File: config.mk
export PLATFORM = sky130hd
export DESIGN_NAME = alu_issue_stage_flat
export DESIGN_NICKNAME = d
export VERILOG_FILES = /design/src/rtl/alu_issue_stage_if.sv /design/src/rtl/alu_issue_stage.sv /design/src/flat_wrapper.sv
export SDC_FILE = /design/constraint.sdc
export NUM_CORES = 1
export LEC_CHECK = 0
export CORE_UTILIZATION = 52
export DETAILED_ROUTE_END_ITERATION = 8
export MAX_ROUTING_LAYER = met4
export PLACE_DENSITY = 0.84
export REMOVE_ABC_BUFFERS = 1
export SKIP_CTS_REPAIR_TIMING = 1
export SLEW_MARGIN = 10
export SYNTH_ARGS = -nofsm -noshare
export SYNTH_HDL_FRONTEND = slang
export SYNTH_SLANG_ARGS = --single-unit
export TNS_END_PERCENT = 5
File: constraint.sdc
create_clock -name clk -period 5.1 [get_ports clk]
set_input_delay 1.02 -clock clk [delete_from_list [all_inputs] [get_ports clk]]
set_output_delay 1.02 -clock clk [all_outputs]
set_load 0.05 [all_outputs]
File: src/rtl/alu_issue_stage_if.sv
// Issue-stage bus: instruction handshake, register-file read ports and the
// ALU issue bundle handshake.
// The "master" modport is the issue stage itself. The "slave" modport is the
// surrounding environment, which supplies instructions and register data and
// consumes the issue bundles.
interface alu_issue_if #(
  parameter int XLEN   = 32,
  parameter int REG_AW = 5
);
  logic              instr_valid;
  logic              instr_ready;
  logic [31:0]       instr;
  logic [REG_AW-1:0] rs1_addr;
  logic [REG_AW-1:0] rs2_addr;
  logic [XLEN-1:0]   rs1_data;
  logic [XLEN-1:0]   rs2_data;
  logic              iss_valid;
  logic              iss_ready;
  logic [3:0]        alu_op;
  logic [XLEN-1:0]   src1;
  logic [XLEN-1:0]   src2;
  logic [REG_AW-1:0] rd_addr;
  logic              rd_we;
  logic              illegal;

  modport master (
    input  instr_valid, instr, rs1_data, rs2_data, iss_ready,
    output instr_ready, rs1_addr, rs2_addr, iss_valid, alu_op, src1, src2,
           rd_addr, rd_we, illegal
  );

  modport slave (
    output instr_valid, instr, rs1_data, rs2_data, iss_ready,
    input  instr_ready, rs1_addr, rs2_addr, iss_valid, alu_op, src1, src2,
           rd_addr, rd_we, illegal
  );
endinterface

File: src/rtl/alu_issue_stage.sv
// RV32I (OP, OP-IMM, LUI) decode/issue stage.
// It contains the decoder and a two-entry skid buffer (output register plus
// skid register).
// Optional macro ALU_ISSUE_ILLEGAL_EN:
//   - Defined: illegal words are issued as bundles flagged with illegal = 1.
//   - Undefined: illegal words are consumed silently.
module alu_issue_stage #(
  parameter int XLEN   = 32,
  parameter int REG_AW = 5
) (
  input  logic      clk,
  input  logic      rst_n,
  input  logic      flush,
  alu_issue_if.master bus
);

  typedef struct packed {
    logic              illegal;
    logic              rd_we;
    logic [REG_AW-1:0] rd_addr;
    logic [XLEN-1:0]   src2;
    logic [XLEN-1:0]   src1;
    logic [3:0]        alu_op;
  } bundle_t;

  typedef enum logic [1:0] {EMPTY = 2'd0, ONE = 2'd1, TWO = 2'd2} state_t;

  localparam logic [6:0] OPC_OP  = 7'b0110011;
  localparam logic [6:0] OPC_IMM = 7'b0010011;
  localparam logic [6:0] OPC_LUI = 7'b0110111;
  localparam logic [6:0] F7_STD  = 7'b0000000;
  localparam logic [6:0] F7_ALT  = 7'b0100000;

  // Map funct3 to an ALU code; alt selects SUB/SRA over ADD/SRL.
  function automatic logic [3:0] base_op(input logic [2:0] f3, input logic alt);
    logic [3:0] op;
    case (f3)
      3'b000:  op = alt ? 4'b0001 : 4'b0000;
      3'b001:  op = 4'b0010;
      3'b010:  op = 4'b0011;
      3'b011:  op = 4'b0100;
      3'b100:  op = 4'b0101;
      3'b101:  op = alt ? 4'b0111 : 4'b0110;
      3'b110:  op = 4'b1000;
      3'b111:  op = 4'b1001;
      default: op = 4'b0000;
    endcase
    return op;
  endfunction

  state_t  state_q, state_d;
  bundle_t out_q, out_d, skid_q, skid_d;
  logic    iss_valid_q, instr_ready_q;

  bundle_t         dec;
  logic            dec_legal;
  logic            keep;
  logic            load;
  logic            drain;
  logic [6:0]      opcode;
  logic [2:0]      f3;
  logic [6:0]      f7;
  logic [XLEN-1:0] rs1_val;

  assign opcode        = bus.instr[6:0];
  assign f3            = bus.instr[14:12];
  assign f7            = bus.instr[31:25];
  assign bus.rs1_addr  = bus.instr[19:15];
  assign bus.rs2_addr  = bus.instr[24:20];
  // x0 always reads as zero, whatever the register file returns.
  assign rs1_val       = (bus.rs1_addr == '0) ? '0 : bus.rs1_data;

  // Decode the offered instruction into an issue bundle and a legality flag.
  always_comb begin
    dec         = '0;
    dec_legal   = 1'b0;
    dec.rd_addr = bus.instr[11:7];
    case (opcode)
      OPC_OP: begin
        dec_legal  = (f7 == F7_STD) ||
                     ((f7 == F7_ALT) && ((f3 == 3'b000) || (f3 == 3'b101)));
        dec.alu_op = base_op(f3, f7[5]);
        dec.src1   = rs1_val;
        dec.src2   = bus.rs2_data;
      end
      OPC_IMM: begin
        dec.src1 = rs1_val;
        if ((f3 == 3'b001) || (f3 == 3'b101)) begin
          dec_legal  = (f7 == F7_STD) || ((f7 == F7_ALT) && (f3 == 3'b101));
          dec.alu_op = base_op(f3, f7[5]);
          dec.src2   = {{(XLEN-5){1'b0}}, bus.instr[24:20]};
        end else begin
          // No SUB immediate form: funct3 000 is always ADDI.
          dec_legal  = 1'b1;
          dec.alu_op = base_op(f3, 1'b0);
          dec.src2   = {{(XLEN-12){bus.instr[31]}}, bus.instr[31:20]};
        end
      end
      OPC_LUI: begin
        dec_legal  = 1'b1;
        dec.alu_op = 4'b0000;
        dec.src1   = '0;
        dec.src2   = {bus.instr[31:12], 12'b0};
      end
      default: dec_legal = 1'b0;
    endcase
    if (dec_legal) begin
      dec.rd_we = (dec.rd_addr != '0);
    end else begin
      dec.alu_op = 4'b0000;
      dec.src1   = '0;
      dec.src2   = '0;
      dec.rd_we  = 1'b0;
`ifdef ALU_ISSUE_ILLEGAL_EN
      dec.illegal = 1'b1;
`else
      dec.illegal = 1'b0;
`endif
    end
  end

`ifdef ALU_ISSUE_ILLEGAL_EN
  assign keep = 1'b1;
`else
  assign keep = dec_legal;
`endif

  // An accepted word creates an entry only if it produces a bundle.
  // Illegal words are still handshaken, so they never stall the front end.
  assign load  = bus.instr_valid && instr_ready_q && !flush && keep;
  assign drain = iss_valid_q && bus.iss_ready;

  // Skid-buffer control: next state and next output/skid contents.
  always_comb begin
    state_d = state_q;
    out_d   = out_q;
    skid_d  = skid_q;
    if (flush) begin
      state_d = EMPTY;
    end else begin
      case (state_q)
        EMPTY: begin
          if (load) begin
            state_d = ONE;
            out_d   = dec;
          end else begin
            state_d = EMPTY;
          end
        end
        ONE: begin
          if (load && drain) begin
            out_d = dec;
          end else if (load) begin
            state_d = TWO;
            skid_d  = dec;
          end else if (drain) begin
            state_d = EMPTY;
          end else begin
            state_d = ONE;
          end
        end
        TWO: begin
          if (drain) begin
            state_d = ONE;
            out_d   = skid_q;
          end else begin
            state_d = TWO;
          end
        end
        default: state_d = EMPTY;
      endcase
    end
  end

  // State, data and registered handshake flags.
  always_ff @(posedge clk or negedge rst_n) begin
    if (!rst_n) begin
      state_q       <= EMPTY;
      out_q         <= '0;
      skid_q        <= '0;
      iss_valid_q   <= 1'b0;
      instr_ready_q <= 1'b1;
    end else begin
      state_q       <= state_d;
      out_q         <= out_d;
      skid_q        <= skid_d;
      iss_valid_q   <= (state_d != EMPTY);
      instr_ready_q <= (state_d != TWO);
    end
  end

  assign bus.instr_ready = instr_ready_q;
  assign bus.iss_valid   = iss_valid_q;
  assign bus.alu_op      = out_q.alu_op;
  assign bus.src1        = out_q.src1;
  assign bus.src2        = out_q.src2;
  assign bus.rd_addr     = out_q.rd_addr;
  assign bus.rd_we       = out_q.rd_we;
  assign bus.illegal     = out_q.illegal;

endmodule

File: src/flat_wrapper.sv
// flat-port wrapper written by rule: the top's interface ports become plain ports
module alu_issue_stage_flat 
#(
  parameter int XLEN   = 32,
  parameter int REG_AW = 5
)
  (clk, rst_n, flush, bus_instr_valid, bus_instr, bus_rs1_data, bus_rs2_data, bus_iss_ready, bus_instr_ready, bus_rs1_addr, bus_rs2_addr, bus_iss_valid, bus_alu_op, bus_src1, bus_src2, bus_rd_addr, bus_rd_we, bus_illegal);
  alu_issue_if #(.XLEN(XLEN), .REG_AW(REG_AW)) bus_i ();
  input  logic clk;
  input  logic rst_n;
  input  logic flush;
  input wire logic [$bits(bus_i.instr_valid)-1:0] bus_instr_valid;
  input wire logic [$bits(bus_i.instr)-1:0] bus_instr;
  input wire logic [$bits(bus_i.rs1_data)-1:0] bus_rs1_data;
  input wire logic [$bits(bus_i.rs2_data)-1:0] bus_rs2_data;
  input wire logic [$bits(bus_i.iss_ready)-1:0] bus_iss_ready;
  output wire logic [$bits(bus_i.instr_ready)-1:0] bus_instr_ready;
  output wire logic [$bits(bus_i.rs1_addr)-1:0] bus_rs1_addr;
  output wire logic [$bits(bus_i.rs2_addr)-1:0] bus_rs2_addr;
  output wire logic [$bits(bus_i.iss_valid)-1:0] bus_iss_valid;
  output wire logic [$bits(bus_i.alu_op)-1:0] bus_alu_op;
  output wire logic [$bits(bus_i.src1)-1:0] bus_src1;
  output wire logic [$bits(bus_i.src2)-1:0] bus_src2;
  output wire logic [$bits(bus_i.rd_addr)-1:0] bus_rd_addr;
  output wire logic [$bits(bus_i.rd_we)-1:0] bus_rd_we;
  output wire logic [$bits(bus_i.illegal)-1:0] bus_illegal;
  assign bus_i.instr_valid = bus_instr_valid;
  assign bus_i.instr = bus_instr;
  assign bus_i.rs1_data = bus_rs1_data;
  assign bus_i.rs2_data = bus_rs2_data;
  assign bus_i.iss_ready = bus_iss_ready;
  assign bus_instr_ready = bus_i.instr_ready;
  assign bus_rs1_addr = bus_i.rs1_addr;
  assign bus_rs2_addr = bus_i.rs2_addr;
  assign bus_iss_valid = bus_i.iss_valid;
  assign bus_alu_op = bus_i.alu_op;
  assign bus_src1 = bus_i.src1;
  assign bus_src2 = bus_i.src2;
  assign bus_rd_addr = bus_i.rd_addr;
  assign bus_rd_we = bus_i.rd_we;
  assign bus_illegal = bus_i.illegal;
  alu_issue_stage #(.XLEN(XLEN), .REG_AW(REG_AW)) u_core (.clk(clk), .rst_n(rst_n), .flush(flush), .bus(bus_i));
endmodule
Word level (Yosys, flattened, before mapping)
Memory sizes are Yosys's and may differ from the RTL's.
Index checks and enable logic that the tools add are counted.

cells by class
  add/subtract/negate cells = 0
  multiply operators = 0
  div/mod/pow operators = 0
  $lt $le $gt $ge = 0
  equal/unequal tests = 17
  shifts and indexed selects = 0
  mux-type cells = 22
  bitwise logic cells = 2
  reductions and logical operators = 21

operators by type and width
  kind                                                    number
  2-to-1 mux 75 bit                                       3
  one-hot mux 75 bit (3 select lines)                     1
  one-hot mux 68 bit (3 select lines)                     1
  2-to-1 mux 68 bit                                       1
  2-to-1 mux 32 bit                                       2
  one-hot mux 4 bit (8 select lines)                      1
  == test 7 x 6 -> 1 bit (second input constant)          3
  == test 3 bit (second input constant)                   4
  2-to-1 mux 2 bit                                        4
  == test 7 x 5 -> 1 bit (second input constant)          1
  logical AND 1 bit                                       7
  zero test 7 bit                                         1
  == test 3 x 2 -> 1 bit (second input constant)          2
  2-to-1 mux 1 bit                                        6
  inequality test 2 x 1 -> 1 bit (second input constant)  3
  one-hot mux 2 bit (3 select lines)                      1
  zero test 5 bit                                         1
  AND reduction 5 bit                                     1
  nonzero test 5 bit                                      1
  logical OR 1 bit                                        4
  2-to-1 mux 4 bit                                        1
  AND reduction 4 bit                                     1
  == test 3 x 1 -> 1 bit (second input constant)          1
  zero test 3 bit                                         1
  other kinds (9)                                         10

word-level totals
  register bits after elaboration = 153
  bits in latches = 0
  bits in writable memories = 0
  memory bits (read-only) = 32
  output and inout bits = 87
  word-level logic and storage cells = 77
  memories = 1

memories
  name             depth  bits a word  rd ports  clocked after memory_dff  wr ports  line                   RTL
  (no name shown)  8      4            1         0                         0         alu_issue_stage.sv:37  case (f3)

Longest topological paths before layout
  word-level depth = 11
  mapped depth = 11

Least setup slack after synthesis
OpenSTA, ideal clock, no wires.

  kind = input port to flip-flop
  from = input bus_instr[13]
  to = register u_core.out_q, in the netlist u_core.bus.src1[22]
  setup time = 0.125 ns
  arrival = 2.913 ns
  slack = 2.062 ns
  cell stages on the path = 10
  buffers on the path = 2
  cells stage by stage = inv_1 > ha_1 > a21boi_0 > a211oi_1 > o21ai_1 > nand2_1 > a21oi_1 > buf_2 > buf_2 > mux2_2

between the ends
  longest elaborated chain between the ends = 9
  elaborated cells on any way between the ends = 20

ends and longest elaborated chain
  item                                                          line                                                                 RTL
  from (decl)                                                   flat_wrapper.sv:13                                                   input wire logic [$bits(bus_i.instr)-1:0] bus_instr;
  == test 3 bit / zero test 3 bit (equally long branches)       alu_issue_stage.sv:81, alu_issue_stage.sv:88, alu_issue_stage.sv:89
  logical AND 1 bit / logical OR 1 bit (equally long branches)  alu_issue_stage.sv:89, alu_issue_stage.sv:81
  logical OR 1 bit / logical AND 1 bit (equally long branches)  alu_issue_stage.sv:89, alu_issue_stage.sv:81
  2-to-1 mux 1 bit / logical OR 1 bit (equally long branches)   alu_issue_stage.sv:88, alu_issue_stage.sv:80
  one-hot mux 1 bit (3 select lines) (*)                        alu_issue_stage.sv:78                                                case (opcode)
  logical AND 1 bit                                             alu_issue_stage.sv:130                                               assign load = bus.instr_valid && instr_ready_q && !flush && keep;
  logical AND 1 bit                                             alu_issue_stage.sv:151                                               if (load && drain) begin
  inequality test 2 x 1 -> 1 bit (no source line)               n/a
  AND reduction 5 bit (no source line)                          n/a
  to (signal assigned)                                          alu_issue_stage.sv:185                                               out_q <= out_d;
  to (decl)                                                     alu_issue_stage.sv:52                                                bundle_t out_q, out_d, skid_q, skid_d;

Mark *: on every way between the ends. The rest lies on a longest branch, timed or not. The select of a mux whose other input is x is not followed.
A chain may end at the register's enable or synchronous reset.

Worst setup path in the final report
  from = input bus_instr[13]
  to = register u_core.out_q, in the netlist u_core.bus.rd_we

The elaborated chain is that of the path after synthesis.

==> summary.json <==
{
  "drt_first_pass_iters": {"value": 4},
  "p_leak": {"value": 4.58, "unit": "nW"},
  "worst_hold_path_type": {"value": "flop to flop"},
  "slew_headroom": {"value": 0.362},
  "cp.arrival": {"value": 3.91, "unit": "ns"},
  "grt_start_max_net_pins": {"value": 76},
  "num-nets-final": {"value": 1029},
  "min_period_over_period": {"value": 0.707},
  "post-route-util": {"value": 0.715},
  "syn2layout_area_growth": {"value": 32.2, "unit": "%"},
  "max-cap-violations": {"value": 0},
  "cts.sinks": {"value": 152},
  "synth_enable_flop_cells": {"value": 0},
  "cell_internal_pwr": {"value": 2.18, "unit": "mW"},
  "route.detailed.vias_per_inst": {"value": 5.75},
  "routabilityCongestion": {"value": 0.905},
  "port_buffers": {"value": 186},
  "clock_skew": {"value": 0.00966, "unit": "ns"},
  "cts_tree": {"value": "built"},
  "synth.yosys.seq_area_share": {"value": 0.499},
  "floorplan.die.width": {"value": 123, "unit": "um"},
  "dieHeight": {"value": 123, "unit": "um"},
  "routed_wirelength": {"value": 19800, "unit": "um"},
  "final_cell_mix": {"value": "nand2_1 (190), clkdlybuf4s50_1 (184), dfrtp_1 (151), mux2_2 (70), o21ai_0 (58)"},
  "setup-violations-final": {"value": 0},
  "cts_root_buf": {"value": "clkbuf_16"},
  "netlist_top_cells_area": {"value": "dfrtp_1 (50%), mux2_2 (10%), nand2_1 (9.3%)"},
  "number_of_instances_in_the_synthesized_netlist": {"value": 778},
  "ant_nets": {"value": 0},
  "final_max_slew_viol_count": {"value": 0},
  "grt_setup_unrepaired": {"value": "false"},
  "synth_top_cell_area_share": {"value": 0.495},
  "io-pin-count": {"value": 188},
  "critical_path_class": {"value": "input pin to flop"},
  "startpoint_type": {"value": "input pin"},
  "detailedPlacementHpwl": {"value": 12500, "unit": "um"},
  "skew_pair_late_insertion_delay": {"value": 0.43, "unit": "ns"},
  "p_sw": {"value": 0.603, "unit": "mW"},
  "number_of_design_rule_violations_left_after_detail_routing": {"value": 0},
  "report.power.total": {"value": 2.78, "unit": "mW"},
  "post_route_cells_drive_above_1_share": {"value": 0.139},
  "worst_pin_slew": {"value": 0.957, "unit": "ns"},
  "cp.required": {"value": 5.40, "unit": "ns"},
  "yosys_warnings": {"value": 0},
  "gr-usage-all-layers": {"value": 0.283},
  "synthesis.area_per_instance": {"value": 9.81, "unit": "um2"},
  "detailed_place.area": {"value": 9450, "unit": "um2"},
  "core_region_area": {"value": 14100, "unit": "um2"},
  "avgRoutedWirePerCell": {"value": 17.7, "unit": "um"},
  "antenna_found_initial": {"value": 0},
  "fillerInstances": {"value": 1056},
  "power.sequential.fraction": {"value": 0.435},
  "critPathSlowestCell": {"value": "and2_2"},
  "tritoncts.num_buffers": {"value": 17},
  "critical_path.endpoint_type": {"value": "flop"},
  "antenna_cells": {"value": 0},
  "synth-async-reset-ratio": {"value": 1.00},
  "ctsLongestPathBuffers": {"value": 2},
  "grt_pass1_wl": {"value": 31700, "unit": "um"},
  "worstPathCellList": {"value": "clkdlybuf4s50_1, inv_1, ha_1, a21boi_0, a211oi_1, o21ai_1, and2_2, o21ai_0, mux2_2"},
  "cts.reportedPaths.clkPinSlew": {"value": 0.06, "unit": "ns"},
  "rows": {"value": 43},
  "comb_power_share": {"value": 0.083},
  "finalInstanceArea": {"value": 10100, "unit": "um2"},
  "drtIter0Drc": {"value": 574},
  "layout_min_cycle_time": {"value": 3.60, "unit": "ns"},
  "layout.cells.non_filler": {"value": 1115},
  "max_stage_delay": {"value": 0.73, "unit": "ns"},
  "initial_core_util": {"value": 0.541},
  "timing_hold_violations_final": {"value": 0},
  "postSynth.topFlopCell": {"value": "dfrtp_1"},
  "cts_htree_levels": {"value": 4},
  "final_common_cell": {"value": "nand2_1"},
  "swShare": {"value": 0.217},
  "max_freq": {"value": 277, "unit": "MHz"},
  "clock_power_share": {"value": 0.483},
  "power-per-cell-area": {"value": 276, "unit": "nW/um2"},
  "synth_top_area_cell": {"value": "dfrtp_1"},
  "critPathMaxFanout": {"value": 41},
  "run_status": {"value": "finished, final reports clean"},
  "grt-ovfl-total": {"value": 0},
  "die-area": {"value": 15200, "unit": "um2"},
  "mappedNetlistArea": {"value": 7630, "unit": "um2"},
  "number_of_flip_flops_and_latches_in_the_synthesized_netlist": {"value": 152},
  "total_via_count_after_detailed_routing": {"value": 6408},
  "ir_drop": {"value": 0.253, "unit": "mV"},
  "synth_cell_type_count": {"value": 45},
  "via_count_of_the_first_global_routing_pass": {"value": 6292},
  "dp.cells": {"value": 1084}
}
[through the flow]
stage	setup WS (ns)	hold WS (ns)	setup TNS [ns]
2_1_floorplan	-1.17	0.449	-85.60
3_3_place_gp	1.16	0.459	0
3_5_place_dp	1.09	0.465	0
4_1_cts	1.54	0.478	0
5_1_grt	1.27	0.494	0
6_report	1.50	0.478	0
[layout make-up]
cell class | count | area (um2) | area share
well taps | 180 | 225 | 0.0223
multi-input cells | 548 | 3420 | 0.339
repair buffers | 199 | 1980 | 0.196
inverters | 5 | 18.8 | 0.00186
clock buffers | 24 | 492 | 0.0488
clock inverters | 7 | 140 | 0.0139
flip-flops and latches | 152 | 3800 | 0.377
[layer usage]
| metal | global-route usage | up-vias | routed length, um |
|---|---|---|---|
| met1 | 0.377 | 3118 | 8750 |
| met4 | 0.0919 | 0 | 265 |
| li1 | - | 2986 | - |
| met2 | 0.434 | 280 | 9200 |
| met3 | 0.0590 | 24 | 1550 |
| met5 | - | - | 0 |
[power groups by stage]
stage,registers (mW),clock network [mW],logic [mW]
5_1_grt,1.21,1.41,0.250
6_report,1.21,1.34,0.230
2_1_floorplan,1.24,0,0.0531
4_1_cts,1.21,1.36,0.231
3_3_place_gp,1.23,0,0.228
3_5_place_dp,1.23,0,0.229
[flip-flops by register name (all words and copies together) (netlist names)]
register	count
u_core.bus.src2	32
u_core.bus.rd_we	1
u_core.bus.instr_ready	1
u_core.skid_q	74
u_core.state_q	2
u_core.bus.src1	32
u_core.bus.rd_addr	5
u_core.bus.iss_valid	1
u_core.bus.alu_op	4
[path summary, 6_finish.rpt]
check	slack (ns)	cells past startpoint	from	endpoint
setup reg to reg	2.52	6	u_core.state_q[1]$_DFF_PN0_	u_core.bus.src1[13]$_DFFE_PN0P_
hold / removal	0.48	1	u_core.skid_q[53]$_DFFE_PN0P_	u_core.skid_q[53]$_DFFE_PN0P_
setup / recovery	1.50	9	bus_instr[13]	u_core.bus.rd_we$_DFFE_PN0P_
min in group asynchronous	0.61	1	rst_n	u_core.skid_q[5]$_DFFE_PN0P_
max in group asynchronous	3.42	2	rst_n	u_core.skid_q[61]$_DFFE_PN0P_
hold reg to reg	0.48	1	u_core.skid_q[53]$_DFFE_PN0P_	u_core.skid_q[53]$_DFFE_PN0P_
[synthesized netlist by cell type, types with 2 or more instances]
cell and n:
buf_6 6, nor4_1 2, nor3_1 24, mux2_4 5, buf_2 19, nand2b_1 4
inv_1 5, a211oi_1 2, nor2b_1 3, nand2_1 190, o31ai_1 21, dfrtp_1 151
a21oi_1 44, a21o_1 20, nand3b_1 2, and2_1 3, mux2_2 70, o21bai_1 2
o21ai_0 58, ha_1 5, buf_4 17, mux2_1 9, a31oi_1 2, or3b_2 2
o21ai_1 18, buf_1 5, clkbuf_1 26, o211ai_1 2, nand3_1 3, a22o_1 33
nor2_1 11
[critical path: cells and delay by family]
family | cells | cell delay, ns
AO/OA/AOI/OAI | 4 | 0.95
AND/OR/NAND/NOR | 1 | 0.73
buffers and inverters | 2 | 0.66
multiplexers | 1 | 0.30
adder cells (fa/ha/maj) | 1 | 0.24
[kinds of logic (layout without fill, tap and decap cells)]
kind of cell    count (synthesis)  after routing  share of synthesized area
compound gates                207            207                      0.171
mux                            84             84                      0.126
flops                         152            152                      0.499
other cells                     1              1                   0.000492
fa+ha+maj                       5              5                    0.00820
simple gates                  251            251                      0.140
buf+inv                        78            235                     0.0558
(Power assumes the default switching activity.)
